$ cat src/rtl/regfile_wb_arbiter_if.sv
// regfile_wb_arbiter_if: two writeback requesters in, register-file write port and status out
interface regfile_wb_arbiter_if #(
    parameter int DATA_W = 32,
    parameter int ADDR_W = 5
);
    logic                 req0_valid;
    logic                 req0_ready;
    logic [ADDR_W-1:0]    req0_addr;
    logic [DATA_W-1:0]    req0_data;
    logic                 req1_valid;
    logic                 req1_ready;
    logic [ADDR_W-1:0]    req1_addr;
    logic [DATA_W-1:0]    req1_data;
    logic                 we3;
    logic [ADDR_W-1:0]    a3;
    logic [DATA_W-1:0]    wd3;
    logic [2**ADDR_W-1:0] pend_mask;
    logic                 idle;
    modport master (
        output req0_valid, req0_addr, req0_data, req1_valid, req1_addr, req1_data,
        input  req0_ready, req1_ready, we3, a3, wd3, pend_mask, idle
    );
    modport slave (
        input  req0_valid, req0_addr, req0_data, req1_valid, req1_addr, req1_data,
        output req0_ready, req1_ready, we3, a3, wd3, pend_mask, idle
    );
endinterface

$ cat src/rtl/regfile_wb_arbiter.sv
// regfile_wb_arbiter: round-robin sharing of the register-file write port between two held requesters
module regfile_wb_arbiter #(
    parameter int DATA_W     = 32,
    parameter int ADDR_W     = 5,
    parameter int X0_DISCARD = 1
) (
    input logic                 clk,
    input logic                 rst,
    regfile_wb_arbiter_if.slave bus
);
    localparam int NREG = 2**ADDR_W;
    logic              r_hold0_v, r_hold1_v, r_rr, r_we3;
    logic [ADDR_W-1:0] r_hold0_a, r_hold1_a, r_a3;
    logic [DATA_W-1:0] r_hold0_d, r_hold1_d, r_wd3;
    logic              w_g0, w_g1, w_gnt, w_drop, w_acc0, w_acc1;
    logic [ADDR_W-1:0] w_ga;
    logic [DATA_W-1:0] w_gd;
    logic [NREG-1:0]   w_pend;
    always_comb begin
        w_g0   = r_hold0_v & (!r_hold1_v | !r_rr);
        w_g1   = r_hold1_v & (!r_hold0_v | r_rr);
        w_gnt  = w_g0 | w_g1;
        w_ga   = w_g0 ? r_hold0_a : r_hold1_a;
        w_gd   = w_g0 ? r_hold0_d : r_hold1_d;
        w_drop = (X0_DISCARD != 0) && (w_ga == '0);
        w_acc0 = bus.req0_valid & bus.req0_ready;
        w_acc1 = bus.req1_valid & bus.req1_ready;
    end
    always_comb begin
        w_pend = '0;
        for (int i = 0; i < NREG; i++)
            w_pend[i] = (r_hold0_v && r_hold0_a == ADDR_W'(i)) ||
                        (r_hold1_v && r_hold1_a == ADDR_W'(i)) ||
                        (r_we3 && r_a3 == ADDR_W'(i));
        if (X0_DISCARD != 0) w_pend[0] = 1'b0;
    end
    assign bus.req0_ready = !rst & (!r_hold0_v | w_g0);
    assign bus.req1_ready = !rst & (!r_hold1_v | w_g1);
    assign bus.we3        = r_we3;
    assign bus.a3         = r_a3;
    assign bus.wd3        = r_wd3;
    assign bus.pend_mask  = w_pend;
    assign bus.idle       = !r_hold0_v & !r_hold1_v & !r_we3;
    always_ff @(posedge clk) begin
        if (rst) begin
            r_hold0_v <= 1'b0;
            r_hold1_v <= 1'b0;
            r_rr      <= 1'b0;
            r_we3     <= 1'b0;
            r_a3      <= '0;
            r_wd3     <= '0;
        end else begin
            if (w_acc0) begin
                r_hold0_v <= 1'b1;
                r_hold0_a <= bus.req0_addr;
                r_hold0_d <= bus.req0_data;
            end else if (w_g0) r_hold0_v <= 1'b0;
            if (w_acc1) begin
                r_hold1_v <= 1'b1;
                r_hold1_a <= bus.req1_addr;
                r_hold1_d <= bus.req1_data;
            end else if (w_g1) r_hold1_v <= 1'b0;
            if (w_gnt) r_rr <= w_g0;
            r_we3 <= w_gnt & !w_drop;
            if (w_gnt & !w_drop) begin
                r_a3  <= w_ga;
                r_wd3 <= w_gd;
            end
        end
    end
endmodule

$ cat src/flat_wrapper.sv
// flat-port wrapper written by rule: the top's interface ports become plain ports
module regfile_wb_arbiter_flat 
#(
    parameter int DATA_W     = 32,
    parameter int ADDR_W     = 5,
    parameter int X0_DISCARD = 1
)
  (clk, rst, bus_req0_valid, bus_req0_addr, bus_req0_data, bus_req1_valid, bus_req1_addr, bus_req1_data, bus_req0_ready, bus_req1_ready, bus_we3, bus_a3, bus_wd3, bus_pend_mask, bus_idle);
  regfile_wb_arbiter_if #(.DATA_W(DATA_W), .ADDR_W(ADDR_W)) bus_i ();
  input logic clk;
  input logic rst;
  input wire logic [$bits(bus_i.req0_valid)-1:0] bus_req0_valid;
  input wire logic [$bits(bus_i.req0_addr)-1:0] bus_req0_addr;
  input wire logic [$bits(bus_i.req0_data)-1:0] bus_req0_data;
  input wire logic [$bits(bus_i.req1_valid)-1:0] bus_req1_valid;
  input wire logic [$bits(bus_i.req1_addr)-1:0] bus_req1_addr;
  input wire logic [$bits(bus_i.req1_data)-1:0] bus_req1_data;
  output wire logic [$bits(bus_i.req0_ready)-1:0] bus_req0_ready;
  output wire logic [$bits(bus_i.req1_ready)-1:0] bus_req1_ready;
  output wire logic [$bits(bus_i.we3)-1:0] bus_we3;
  output wire logic [$bits(bus_i.a3)-1:0] bus_a3;
  output wire logic [$bits(bus_i.wd3)-1:0] bus_wd3;
  output wire logic [$bits(bus_i.pend_mask)-1:0] bus_pend_mask;
  output wire logic [$bits(bus_i.idle)-1:0] bus_idle;
  assign bus_i.req0_valid = bus_req0_valid;
  assign bus_i.req0_addr = bus_req0_addr;
  assign bus_i.req0_data = bus_req0_data;
  assign bus_i.req1_valid = bus_req1_valid;
  assign bus_i.req1_addr = bus_req1_addr;
  assign bus_i.req1_data = bus_req1_data;
  assign bus_req0_ready = bus_i.req0_ready;
  assign bus_req1_ready = bus_i.req1_ready;
  assign bus_we3 = bus_i.we3;
  assign bus_a3 = bus_i.a3;
  assign bus_wd3 = bus_i.wd3;
  assign bus_pend_mask = bus_i.pend_mask;
  assign bus_idle = bus_i.idle;
  regfile_wb_arbiter #(.DATA_W(DATA_W), .ADDR_W(ADDR_W), .X0_DISCARD(X0_DISCARD)) u_core (.clk(clk), .rst(rst), .bus(bus_i));
endmodule
$ cat config.mk
export PLATFORM = sky130hd
export DESIGN_NAME = regfile_wb_arbiter_flat
export DESIGN_NICKNAME = d
export VERILOG_FILES = /design/src/rtl/regfile_wb_arbiter_if.sv /design/src/rtl/regfile_wb_arbiter.sv /design/src/flat_wrapper.sv
export SDC_FILE = /design/constraint.sdc
export NUM_CORES = 1
export LEC_CHECK = 0
export ABC_CLOCK_PERIOD_IN_PS = 2620
export CAP_MARGIN = 0
export CORE_MARGIN = 8
export CORE_UTILIZATION = 60
export CTS_CLUSTER_DIAMETER = 50
export DETAILED_ROUTE_END_ITERATION = 12
export DONT_BUFFER_PORTS = 1
export PLACE_DENSITY_LB_ADDON = 0.2
export SKIP_LAST_GASP = 1
export SYNTH_ARGS = -nofsm -noshare
export SYNTH_HDL_FRONTEND = slang
export SYNTH_SLANG_ARGS = --single-unit
$ cat constraint.sdc
create_clock -name clk -period 2.62 [get_ports clk]
set_clock_uncertainty 0.1 [all_clocks]
set_input_delay 0.393 -clock clk [delete_from_list [all_inputs] [get_ports clk]]
set_output_delay 0.393 -clock clk [all_outputs]
set_load 0.02 [all_outputs]
Yosys cells after proc, flatten, opt, wreduce, memory -nomap -nowiden
Index checks and enable logic that the tools add are counted.
{"block": "op_classes", "n_eq_ne": 93, "reduce_logical": 166, "bitwise_logic": 15, "n_mux": 6}
{"operator": "5-bit equality test, second input constant", "n": 48}
{"operator": "5-bit by 4-bit equality test with 1-bit output, second input constant", "n": 24}
{"operator": "1-bit logical AND", "n": 93}
{"operator": "1-bit logical OR", "n": 62}
{"operator": "5-bit by 3-bit equality test with 1-bit output, second input constant", "n": 12}
{"operator": "32-bit two-way mux", "n": 1}
{"operator": "5-bit by 2-bit equality test with 1-bit output, second input constant", "n": 6}
{"operator": "5-bit by 1-bit equality test with 1-bit output, second input constant", "n": 3}
{"operator": "1-bit bitwise AND", "n": 9}
{"operator": "1-bit logical NOT", "n": 6}
{"operator": "5-bit logical NOT", "n": 1}
{"operator": "5-bit two-way mux", "n": 1}
{"operator": "1-bit OR", "n": 5}
{"operator": "1-bit two-way mux", "n": 4}
{"operator": "2-bit AND reduction", "n": 2}
{"operator": "2-bit nonzero test", "n": 2}
{"operator": "1-bit NOT", "n": 1}
{"block": "totals", "regBits": 115, "out_inout_bits": 73}

Longest topological paths before layout
{"block": "logic_depth", "word_depth": 7, "depth_mapped": 8, "mapped_depth_nobuf": 4}

Worst setup path before layout
OpenSTA, ideal clock, no wires.
{"block": "synth_path", "kind": "reg-to-reg", "start": "register u_core.r_hold1_v", "end": "register u_core.r_hold0_a[0] (enable)", "synth_period_minus_slack_ns": 2.475, "arrival_ns": 1.978, "setup_slack_ns": 0.145, "stages_incl_launch_ff": 4, "cell_sequence": "dfxtp_1 buf_1 a31oi_1 and2_1"}
{"block": "synth_via", "elab_chain_cells": 7}
{"item": "from (decl)", "line_no": "regfile_wb_arbiter.sv:12", "text": "logic r_hold0_v, r_hold1_v, r_rr, r_we3;"}
{"item": "from (signal assigned)", "line_no": "regfile_wb_arbiter.sv:47", "text": "r_hold1_v <= 1'b0;"}
{"item": "from (signal assigned)", "line_no": "regfile_wb_arbiter.sv:59", "text": "r_hold1_v <= 1'b1;"}
{"item": "from (signal assigned)", "line_no": "regfile_wb_arbiter.sv:62", "text": "end else if (w_g1) r_hold1_v <= 1'b0;"}
{"item": "1-bit logical NOT", "line_no": "regfile_wb_arbiter.sv:20", "text": "w_g0 = r_hold0_v & (!r_hold1_v | !r_rr);"}
{"item": "1-bit OR", "line_no": "regfile_wb_arbiter.sv:20"}
{"item": "1-bit bitwise AND", "line_no": "regfile_wb_arbiter.sv:20"}
{"item": "1-bit OR", "line_no": "regfile_wb_arbiter.sv:37", "text": "assign bus.req0_ready = !rst & (!r_hold0_v | w_g0);"}
{"item": "1-bit bitwise AND", "line_no": "regfile_wb_arbiter.sv:37"}
{"item": "net bus_req0_ready", "line_no": "flat_wrapper.sv:18", "text": "output wire logic [$bits(bus_i.req0_ready)-1:0] bus_req0_ready;"}
{"item": "1-bit bitwise AND", "line_no": "regfile_wb_arbiter.sv:26", "text": "w_acc0 = bus.req0_valid & bus.req0_ready;"}
{"item": "2-bit AND reduction (no source line)"}
{"item": "to (signal assigned)", "line_no": "regfile_wb_arbiter.sv:55", "text": "r_hold0_a <= bus.req0_addr;"}
{"item": "to (decl)", "line_no": "regfile_wb_arbiter.sv:13", "text": "logic [ADDR_W-1:0] r_hold0_a, r_hold1_a, r_a3;"}
The timed path passes the listed nets, and every way through them passes these cells.
A chain may end at the register's enable or synchronous reset.

Worst setup path after layout
{"block": "layout_path", "start": "register u_core.r_hold0_a[1]", "end": "output port bus_pend_mask[29]"}
{"block": "layout_via", "elab_chain_cells": 4}
{"item": "5-bit equality test", "line_no": "regfile_wb_arbiter.sv:32", "text": "w_pend[i] = (r_hold0_v && r_hold0_a == ADDR_W'(i)) ||"}
{"item": "1-bit logical AND", "line_no": "regfile_wb_arbiter.sv:32"}
{"item": "1-bit logical OR", "line_no": "regfile_wb_arbiter.sv:32"}
{"item": "1-bit logical OR", "line_no": "regfile_wb_arbiter.sv:33", "text": "(r_hold1_v && r_hold1_a == ADDR_W'(i)) ||"}
{"item": "to (decl)", "line_no": "flat_wrapper.sv:23", "text": "output wire logic [$bits(bus_i.pend_mask)-1:0] bus_pend_mask;"}
Every way passes these cells.

==> flow_summary.ini <==
[status]
status = completed

[yosys]
yosysWarnings = 0
ys_seq_area_share_pct = 60.3
synthesis.instances = 404
synth.area.top_cells = edfxtp_1, dfxtp_1, a211oi_2
yosys.area.top_type = edfxtp_1
synth.ff_latch_count = 115
synth.net_count = 482
synthFlopType = edfxtp_1
syn_area_per_cell_um2 = 12.5
synth.distinct_cells = 36
synth_edf_count = 74
syn-cell-area_um2 = 5040
yosysTopAreaCellShare_pct = 44.1
ys_async_sr_fraction_pct = 0

[die]
io_pins = 151
die_y_um = 108
die-area_um2 = 11600
coreArea_um2 = 8180
die_x_um = 108
start_util_pct = 61.7
rows = 33

[route]
first_pass_iters = 5
route.detailed.drc = 0
drtAntennaViolNets = 0
wl_per_cell_um = 26.4
num_vias = 4066
wirelength_um = 16300
drt_iter0_drc = 372
viasPerCell = 6.61

[setup_path]
worstPathArrival_ps = 2050
required_ps = 2130
r2r-start = u_core.r_hold1_a[4]$_DFFE_PP_
timing.rr.end = u_core.bus.wd3[31]$_SDFFE_PP0P_
cpPeakStageDelay_ps = 600
slowest_stage = edfxtp_1
reg2reg_slack_ps = 130
reg2reg_depth = 5
worstSetupEndpointType = output pin
crit_path_start_kind = flip-flop
path_class = flip-flop to output pin
critical_path.max_fanout = 13
path_cells = nand2b_1 > nor2_1 > a32oi_1 > o21ai_0 > buf_4

[sta]
worstMarginPinSlew_ps = 951
finalHoldViolCount = 0
fin_setup_tns_ps = 0
min_period_over_period_pct = 97.1
max-slew-margin-rel_pct = 36.6
period_minus_slack_ps = 2540
fmax_mhz = 393
rsz0062_at_grt = true
final-max-slew-violation-count = 0
setup_viol = 0

[hold_path]
hp-start = rst
holdCritPathClass = primary input to flip-flop
min_path_cells = 2
min_to = u_core.bus.wd3[9]$_SDFFE_PP0P_

[cts]
h-tree-depth = 4
cts_num_sinks = 115
cts.reportedPaths.clkPinSlew_ps = 60
cts.path.max_buffers = 2
worst_skew_pair.late_latency_ps = 520
root_buffer = clkbuf_8
cts_buffers = 17
cts_tree = built

[global_routing]
grt_pass1_vias = 4132
grt_use_total_pct = 27.6
grt_max_degree = 42
antenna_found_initial = 0
grt_pass1_wl_um = 24400
grt_overflow_total = 0

[placement]
placed_cells = 506
io_buffer_count = 0
dp_hpwl_um = 8600
placed_area_um2 = 5260
place_congestion = 0.859

[final_layout]
fin_area_um2 = 6670
final.fill_count = 413
n_antenna_cell = 0
drive_above_1_share_pct = 21.2
final_common_cell = dlygate4sd3_1
syn2layout_area_growth_pct = 32.3
layoutNonFillerInstCount = 615
layout.nets = 576
layout_common_cells = dlygate4sd3_1, edfxtp_1, nor3_1

[power_and_ir_drop]
ir_worst_vdd_v = 0.000826
p_leak_nw = 2.29
power_density_nw_per_um2 = 750

[flow_run]
drv_cap = 0
kinds of logic after synthesis:
logic type,synth area share [%]
simple gates,12.4
buf+inv,3.42
flops,60.3
compound gates,16.6
mux,7.14
other cells,0.0744
worst max-delay path: cells and delay by family (launching register included):
family / cells / cell delay [ps]
flip-flops: 1 / 600
AND/OR/NAND/NOR: 2 / 520
AO/OA/AOI/OAI: 2 / 240
buffers and inverters: 1 / 170
stage by stage:
step / setup WS, ps / utilization (%) / hold WS (ps) / power [mW]
6_report: 76.6 / 81.6 / 117 / 5.00
5_1_grt: -23.0 / 81.6 / 108 / 5.13
4_1_cts: 22.6 / 81.3 / 105 / 4.92
3_5_place_dp: 327 / 64.4 / 371 / 2.61
3_3_place_gp: 395 / 64.4 / 366 / 2.60
2_1_floorplan: 145 / - / 392 / 2.52
where the power goes:
part	switching [mW]	total, mW	internal (mW)	leakage (nW)
clock network	0.817	2.27	1.45	0.286
registers	0.168	2.22	2.05	1.03
logic	0.297	0.516	0.220	0.972
per-layer routing:
metal  vias to the layer above  wire, um  share of wire (%)  track usage, %
li1                       1756         -                  -               -
met1                      1971      5800                 36            30.9
met2                       301      8210                 51            46.4
met3                        38      1880                 12            11.4
met4                         0       361                2.2            9.51
met5                         -         0                  0               0
flip-flops by register name, indices dropped and copies added (netlist names):
register	flops
u_core.r_hold0_a	5
u_core.r_hold1_d	32
u_core.bus.wd3	32
u_core.bus.a3	5
u_core.r_hold1_v	1
u_core.r_hold0_d	32
u_core.r_rr	1
u_core.r_hold0_v	1
u_core.bus.we3	1
u_core.r_hold1_a	5
Yosys cell counts (5+ instances only):
cell and instances:
o21ai_0 21, nand2b_1 10, a32oi_1 9, nand2_1 17, a211oi_2 30, edfxtp_1 74
mux2i_1 36, nand4b_1 5, dfxtp_1 41, nor2_1 19, a22oi_1 11, a211oi_1 7
clkbuf_1 23, o221ai_1 9, nand3_1 5, buf_6 5, nor3_1 44, nor2b_1 10
final cells by class:
class | count | area [um^2] | share of cell area (%)
clock buffer | 22 | 474 | 7.11
clock inverter | 9 | 105 | 1.58
multi-input combinational | 255 | 1870 | 28.1
sequential | 115 | 3050 | 45.7
tap | 105 | 131 | 1.97
timing repair buffer | 109 | 1040 | 15.6
worst max-delay path by stage:
stage	from	to	slack, ps	cells after the start
floorplan	u_core.r_hold1_v$_SDFFE_PP0P_	u_core.r_hold0_a[0]$_DFFE_PP_	140	3
global route	u_core.r_hold0_a[2]$_DFFE_PP_	bus_pend_mask[7]	-20	5
finish	u_core.r_hold0_a[1]$_DFFE_PP_	bus_pend_mask[29]	80	5
detailed placement	u_core.r_hold1_a[4]$_DFFE_PP_	u_core.bus.wd3[3]$_SDFFE_PP0P_	330	5
CTS	u_core.r_hold1_v$_SDFFE_PP0P_	bus_pend_mask[19]	20	5
global placement	u_core.r_hold1_a[4]$_DFFE_PP_	u_core.bus.wd3[0]$_SDFFE_PP0P_	400	5
what timing repair did:
action	4_1_cts	5_1_grt
resized for setup	9	6
endpoints found under the setup margin	8	17
hold endpoints to repair	115	0
hold buffers	77	0
cloned	0	0
setup buffers	0	1
(Power assumes the default switching activity.)
